**src/rtl/blink_pkg.sv**
```systemverilog
// Shared types and helpers for the blink arbiter.
//   state_t     : arbiter FSM states
//   ptr_width() : bits needed to index NREQ requesters (at least 1)
//   tog_width() : bits for the toggle counter, holds 0..2*BLINKS
//   onehot()    : index to one-hot vector, up to 8 requesters
package blink_pkg;

  localparam int unsigned MAX_NREQ = 8;

  typedef enum logic {IDLE, RUN} state_t;

  function automatic int unsigned ptr_width(input int unsigned n);
    return (n > 1) ? $clog2(n) : 1;
  endfunction

  function automatic int unsigned tog_width(input int unsigned blinks);
    return $clog2(2 * blinks) + 1;
  endfunction

  function automatic logic [MAX_NREQ-1:0] onehot(input logic [2:0] idx);
    logic [MAX_NREQ-1:0] v;
    v = '0;
    v[idx] = 1'b1;
    return v;
  endfunction

endpackage

```
**src/rtl/rr_picker.sv**
```systemverilog
// Combinational round-robin picker.
//   req    : request vector
//   ptr    : index with highest priority this round
//   valid  : at least one request set
//   winner : first set index scanning ptr, ptr+1, ... modulo NREQ
module rr_picker #(
  parameter int unsigned NREQ = 4,
  parameter int unsigned PW   = 2
) (
  input  logic [NREQ-1:0] req,
  input  logic [PW-1:0]   ptr,
  output logic            valid,
  output logic [PW-1:0]   winner
);

  logic [PW-1:0] cand;

  always_comb begin
    valid  = 1'b0;
    winner = '0;
    cand   = '0;
    for (int unsigned i = 0; i < NREQ; i++) begin
      cand = PW'((32'(ptr) + i) % NREQ);
      if (!valid && req[cand]) begin
        valid  = 1'b1;
        winner = cand;
      end
    end
  end

endmodule

```
**src/rtl/blink_arbiter.sv**
```systemverilog
// Shares one blinking indicator among NREQ requesters.
//   clk, rst    : clock, asynchronous active-high reset
//   req         : level request per requester
//   half_period : packed terminal counts, slice i = [i*CW +: CW]
//   grant       : one-hot current owner (registered)
//   done        : one-cycle completion pulse to the owner (registered)
//   light       : indicator drive (registered)
//   busy        : high while a grant is active
module blink_arbiter
  import blink_pkg::*;
#(
  parameter int unsigned NREQ   = 4,
  parameter int unsigned CW     = 7,
  parameter int unsigned BLINKS = 4
) (
  input  logic                 clk,
  input  logic                 rst,
  input  logic [NREQ-1:0]      req,
  input  logic [NREQ*CW-1:0]   half_period,
  output logic [NREQ-1:0]      grant,
  output logic [NREQ-1:0]      done,
  output logic                 light,
  output logic                 busy
);

  localparam int unsigned    PW       = ptr_width(NREQ);
  localparam int unsigned    TW       = tog_width(BLINKS);
  localparam logic [PW-1:0]  LAST_IDX = PW'(NREQ - 1);
  localparam logic [TW-1:0]  TOG_LAST = TW'(2 * BLINKS - 1);

  state_t            state, state_n;
  logic [CW-1:0]     cnt, cnt_n, hp_reg, hp_n;
  logic [TW-1:0]     tog, tog_n;
  logic [PW-1:0]     ptr, ptr_n, owner, owner_n, next_ptr;
  logic [NREQ-1:0]   grant_n, done_n;
  logic              light_n;
  logic              pick_valid;
  logic [PW-1:0]     pick_idx;
  logic [MAX_NREQ-1:0] pick_oh, owner_oh;

  rr_picker #(.NREQ(NREQ), .PW(PW)) u_picker (
    .req    (req),
    .ptr    (ptr),
    .valid  (pick_valid),
    .winner (pick_idx)
  );

  assign pick_oh  = onehot(3'(pick_idx));
  assign owner_oh = onehot(3'(owner));
  assign next_ptr = (owner == LAST_IDX) ? '0 : owner + 1'b1;
  assign busy     = |grant;

  always_ff @(posedge clk or posedge rst) begin
    if (rst) begin
      state  <= IDLE;
      cnt    <= '0;
      hp_reg <= '0;
      tog    <= '0;
      ptr    <= '0;
      owner  <= '0;
      grant  <= '0;
      done   <= '0;
      light  <= 1'b0;
    end else begin
      state  <= state_n;
      cnt    <= cnt_n;
      hp_reg <= hp_n;
      tog    <= tog_n;
      ptr    <= ptr_n;
      owner  <= owner_n;
      grant  <= grant_n;
      done   <= done_n;
      light  <= light_n;
    end
  end

  always_comb begin
    state_n = state;
    cnt_n   = cnt;
    hp_n    = hp_reg;
    tog_n   = tog;
    ptr_n   = ptr;
    owner_n = owner;
    grant_n = grant;
    done_n  = '0;
    light_n = light;
    case (state)
      IDLE: begin
        if (pick_valid) begin
          owner_n = pick_idx;
          grant_n = pick_oh[NREQ-1:0];
          hp_n    = half_period[pick_idx*CW +: CW];
          cnt_n   = '0;
          tog_n   = '0;
          light_n = 1'b1;
          state_n = RUN;
        end
      end
      RUN: begin
        // Withdrawal beats any phase activity in the same cycle.
        if (!req[owner]) begin
          light_n = 1'b0;
          grant_n = '0;
          ptr_n   = next_ptr;
          state_n = IDLE;
        end else if (cnt != hp_reg) begin
          cnt_n = cnt + 1'b1;
        end else begin
          cnt_n   = '0;
          light_n = ~light;
          tog_n   = tog + 1'b1;
          if (tog == TOG_LAST) begin
            light_n = 1'b0;
            grant_n = '0;
            done_n  = owner_oh[NREQ-1:0];
            ptr_n   = next_ptr;
            state_n = IDLE;
          end
        end
      end
      default: state_n = IDLE;
    endcase
  end

endmodule

```
**config.mk**
```make
export PLATFORM = sky130hd
export DESIGN_NAME = blink_arbiter
export DESIGN_NICKNAME = d
export VERILOG_FILES = /design/src/rtl/blink_pkg.sv /design/src/rtl/rr_picker.sv /design/src/rtl/blink_arbiter.sv
export SDC_FILE = /design/constraint.sdc
export NUM_CORES = 1
export LEC_CHECK = 0
export ABC_AREA = 1
export BUFFER_PORTS_ARGS = -buffer_cell sky130_fd_sc_hd__buf_2
export CAP_MARGIN = 10
export CORE_MARGIN = 2
export CORE_UTILIZATION = 60
export CTS_CLUSTER_DIAMETER = 120
export DETAILED_ROUTE_END_ITERATION = 7
export PLACE_DENSITY_LB_ADDON = 0.2
export SLEW_MARGIN = 0
export SYNTH_ARGS = -nofsm -noshare
export SYNTH_HDL_FRONTEND = slang
export SYNTH_SLANG_ARGS = --single-unit
```
**constraint.sdc**
```tcl
create_clock -name clk -period 4.7 [get_ports clk]
set_clock_uncertainty 0.05 [all_clocks]
set_input_delay 0.235 -clock clk [delete_from_list [all_inputs] [get_ports clk]]
set_output_delay 0.235 -clock clk [all_outputs]
set_load 0.03 [all_outputs]
```
; ---- Word-level counts from Yosys, hierarchy flattened
; Index checks and enable logic that the tools add are counted.
[totals]
ff_bits = 32
latch_bits = 0
ramBits = 0
romBits = 0
inputBits = 34
output_inout_bits = 10
word_cells = 106
memories = 0
[classes]
n_addsub = 6
n_mul = 1
div_mod_pow = 0
order_cmp = 9
n_eq_ne = 10
n_shift = 1
muxes = 53
n_bitwise = 2
n_reduce_logical = 15
[ops]
columns = operator, n
row1 = two-way mux 4 bit, 11
row2 = variable part select 28 x 6 -> 7 bit, 1
row3 = two-way mux 7 bit, 3
row4 = two-way mux 1 bit, 19
row5 = two-way mux 2 bit, 8
row6 = one-hot mux 4 bit (2 select lines), 2
row7 = "less-than comparator 2 x 3 -> 1 bit, second input constant", 5
row8 = one-hot mux 7 bit (2 select lines), 1
row9 = binary-select mux 1 bit (select 2 bit), 5
row10 = AND reduction 3 bit, 3
row11 = "less-than comparator 2 x 4 -> 1 bit, second input constant", 2
row12 = "adder 7 x 1 -> 7 bit, second input constant", 1
row13 = != test 7 bit, 1
row14 = "!= test 2 bit, second input constant", 3
row15 = AND reduction 2 bit, 3
row16 = logical AND 1 bit, 5
row17 = "multiplier 2 x 3 -> 5 bit, second input constant", 1
row18 = "adder 2 x 1 -> 2 bit, second input constant", 2
row19 = "adder 2 bit, second input constant", 2
row20 = "adder 4 x 1 -> 4 bit, second input constant", 1
row21 = demux 1 bit (select 2 bit), 2
row22 = "== test 4 x 3 -> 1 bit, second input constant", 1
row23 = ">= comparator 2 x 1 -> 1 bit, second input constant", 2
row24 = "!= test 2 x 1 -> 1 bit, second input constant", 2
row25 = other kinds (7), 11

; ---- Longest topological paths before layout
[depth]
word_depth = 18
depth_mapped = 16
mapped_depth_nobuf = 15

; ---- By module
; A second synthesis with hierarchy kept.
[hier_totals]
cells_unflattened = 309
hier_area_um2 = 2217.1
[by_module_without_submodules]
columns = mod, n_inst, cells_each, area_each_um2, seq_area_each_um2
row1 = blink_arbiter, 1, 250, 1898.1, 800.8
row2 = rr_picker, 1, 59, 319.1, 0.0

; ---- Worst setup path after synthesis
; No wires, ideal clock.
[synth_path]
path_kind = reg-to-reg
start = register ptr[0]
end = register hp_reg[0]
setup_time_ns = 0.118
arrival_time_ns = 1.601
required_ns = 4.532
setup_slack_ns = 2.932
path_stages_with_launch = 17
path_buffers = 2
synth_period_minus_slack_ns = 1.768
cell_sequence = dfrtp_1 -> buf_6 -> nand2_1 -> nand2_4 -> nand2_2 -> nand2_4 -> nor2_8 -> nand3_4 -> nand2_4 -> nand2_8 -> buf_12 -> nand2_2 -> nand2_1 -> nand2_1 -> nand2_1 -> nand2_1 -> nand2_1
[synth_between]
elab_chain_cells = 14
word_cells_on_any_way = 28
cone_classes = 3 x add/sub / 1 x mul / 1 x shift / 16 x mux / 7 x reduce/logical
[synth_rtl]
columns = element, line
row1 = from (decl), blink_arbiter.sv:34  ; logic [PW-1:0] ptr, ptr_n, owner, owner_n, next_ptr;
row2 = from (signal assigned), blink_arbiter.sv:69  ; ptr <= ptr_n;
row3 = "parallel branches: the longest is 14 deep, another holds multiplier 2 x 3 -> 5 bit", --
row4 = to (signal assigned), blink_arbiter.sv:67  ; hp_reg <= hp_n;
row5 = to (decl), blink_arbiter.sv:32  ; logic [CW-1:0] cnt, cnt_n, hp_reg, hp_n;
; Parallel ways; which one is timed is not known. The select of a mux whose other input is x is not followed.
; A chain may end at the register's enable or synchronous reset.

; ---- Final worst setup path
[layout_path]
start = register ptr[0]
end = register hp_reg[2]
; Same word-level chain as after synthesis.

==> results.txt <==
MaxCap Viol Count = 0
layout cells sized above 1 = 25.8%
largest net degree at the start of global routing = 33
Die Span Y = 65.3 um
GRT overflow = 0
Cell Area, Synth = 2250 sq um
final setup margin = 2460 ps
WL/cell = 11.6 um
commonest non-fill, non-tap cell in the layout = nand2_1
fin. max-slew vios = 0
CP arrival = 2400 ps
initial antenna violation count = 0
First-pass DRT Iterations = 4
clock-pin slew on the worst setup and hold paths = 60 ps
final period utilization = 47.6%
Fin Hold WS = 293 ps
Pwr Total = 2.03 mW
most frequent cells in the layout = 111 x nand2_1, 43 x buf_2, 32 x dfrtp_1
Area growth, synth to finish = 14.9%
Die Wd = 65.3 um
Final TNS setup = 0 ps
Post-DP Area = 2480 sq um
antenna viol nets, final = 0
Avg Inst Size Synth = 7.36 sq um
IO buf count = 43
Startpoint Class = register
first-pass GRT wire length = 7.99 mm
worst skew pair latency = 280 ps
number of synthesized flops with an enable pin = 0
Leakage Power = 1.40 nW
DP HPWL = 3.49 mm
die area = 4260 sq um
status = finished clean
Initial Utilization = 62.0%
R2R depth = 14
CTS tree = yes
# diodes = 0
Post-Syn Nets = 346
Worst Setup Path Type = register to register
Place WS = 2500 ps
FF+latch count, synth = 32
clock tree sinks = 32
CP endpoint kind = register
total CTS buffers = 5
sequential share of the synthesized area = 35.6%
Synth cell types = 32
crit-path max FO = 17
Longest Clk Path Bufs = 2
post-CTS setup buffer count = 0
Max-slew headroom = 70.3%
Via density = 5.07
Max Freq = 0.447 GHz
ys flop type = dfrtp_1
RSZ-0062 raised after global routing = false
Placer Congestion = 0.852
Routed WL = 4.67 mm
Yosys warnings = 0
Tightest Pin Transition = 444 ps
vias in the first global route = 1,792
Mapped Cells = 306
area of the core = 3630 sq um
Max rail drop VDD = 0.557 mV
post-CTS sizing = 0
Hold Crit Class = input pin to register
async set-reset flop share out of synthesis = 100%
Final Cell Area = 2590 sq um
final hold vios = 0
P per Cell Area = 786 nW/um^2
DRC violations left = 0
crit path time final = 2240 ps
Vias = 2,035
Final #Nets = 393
Root Buffer = clkbuf_8
non-filler instance count after layout = 401
Cells after DPL = 393
Worst EP required = 4870 ps
placement row count = 22
DR iter-0 viols = 103
io pins = 44
hold path cells = 7
# fillers = 310
GRT Overall Usage = 24.1%
fin util = 71.2%
CTS HTree Levels = 2
Hold-fix buffers, CTS = 1
final setup violation count = 0
Yosys cell counts (3+ instances only):
| library cell | instances | share of area, % |
|---|---|---|
| inv_1 | 20 | 3.3 |
| o21ai_1 | 4 | 0.89 |
| nand2_4 | 7 | 3.5 |
| nand3_2 | 3 | 1.3 |
| dfrtp_1 | 32 | 36 |
| o21ai_0 | 10 | 2.2 |
| ha_1 | 6 | 3.3 |
| a21oi_1 | 8 | 1.8 |
| nand2_2 | 16 | 4.4 |
| nand4_1 | 7 | 1.9 |
| nand2_1 | 111 | 19 |
| nand3_1 | 27 | 6.0 |
| nor2_1 | 21 | 3.5 |
| inv_2 | 3 | 0.50 |
| xnor2_1 | 7 | 2.7 |
layer usage:
layer	up-vias	wire, um	GRT usage, %
met1	915	2280	33.0
li1	1072	-	-
met4	0	54	8.07
met5	-	0	0
met3	6	157	4.45
met2	42	2180	38.4
critical path, stage by stage, from the launching register on:
cell,delay [ps]
dfrtp_1,610
inv_2,160
nand2_1,140
nand2_4,90
nand2_2,60
nand2_2,60
a21oi_2,130
nand2_2,240
nand2_8,250
nand2_1,70
nand2_1,60
nand2_1,50
nand2_1,80
nand2_1,60
nand2_1,60
path summary, 6_finish.rpt:
path	start	endpoint	slack, ps
setup / recovery	ptr[0]	hp_reg[2]	2460
hold / removal	half_period[20]	hp_reg[6]	290
setup reg to reg	ptr[0]	hp_reg[2]	2460
hold reg to reg	hp_reg[5]	hp_reg[5]	460
max in group asynchronous	rst	grant[2]	3780
min in group asynchronous	rst	done[3]	530
power by group:
part | switching [mW] | internal, mW | leakage (nW)
sequential | 0.106 | 0.373 | 0.415
clock | 0.0934 | 0.130 | 0.0503
combinational | 0.895 | 0.437 | 0.939
kinds of logic after synthesis:
family          after synthesis  share of synthesized area, %
fa+ha+maj                     6                          3.33
compound gates               28                          6.94
xor+xnor                      8                          3.11
simple gates                201                          44.2
buf+inv                      31                          6.89
flops                        32                          35.6
area by class of cell:
class | instances | area, sq um | share of cell area (%)
tap | 48 | 60.1 | 2.32
inverter | 26 | 103 | 3.96
sequential | 32 | 801 | 30.9
clock buffer | 7 | 96.3 | 3.72
timing repair buffer | 45 | 233 | 8.99
multi-input combinational | 243 | 1300 | 50.1
Note: power is estimated with default switching activity, not from simulation.
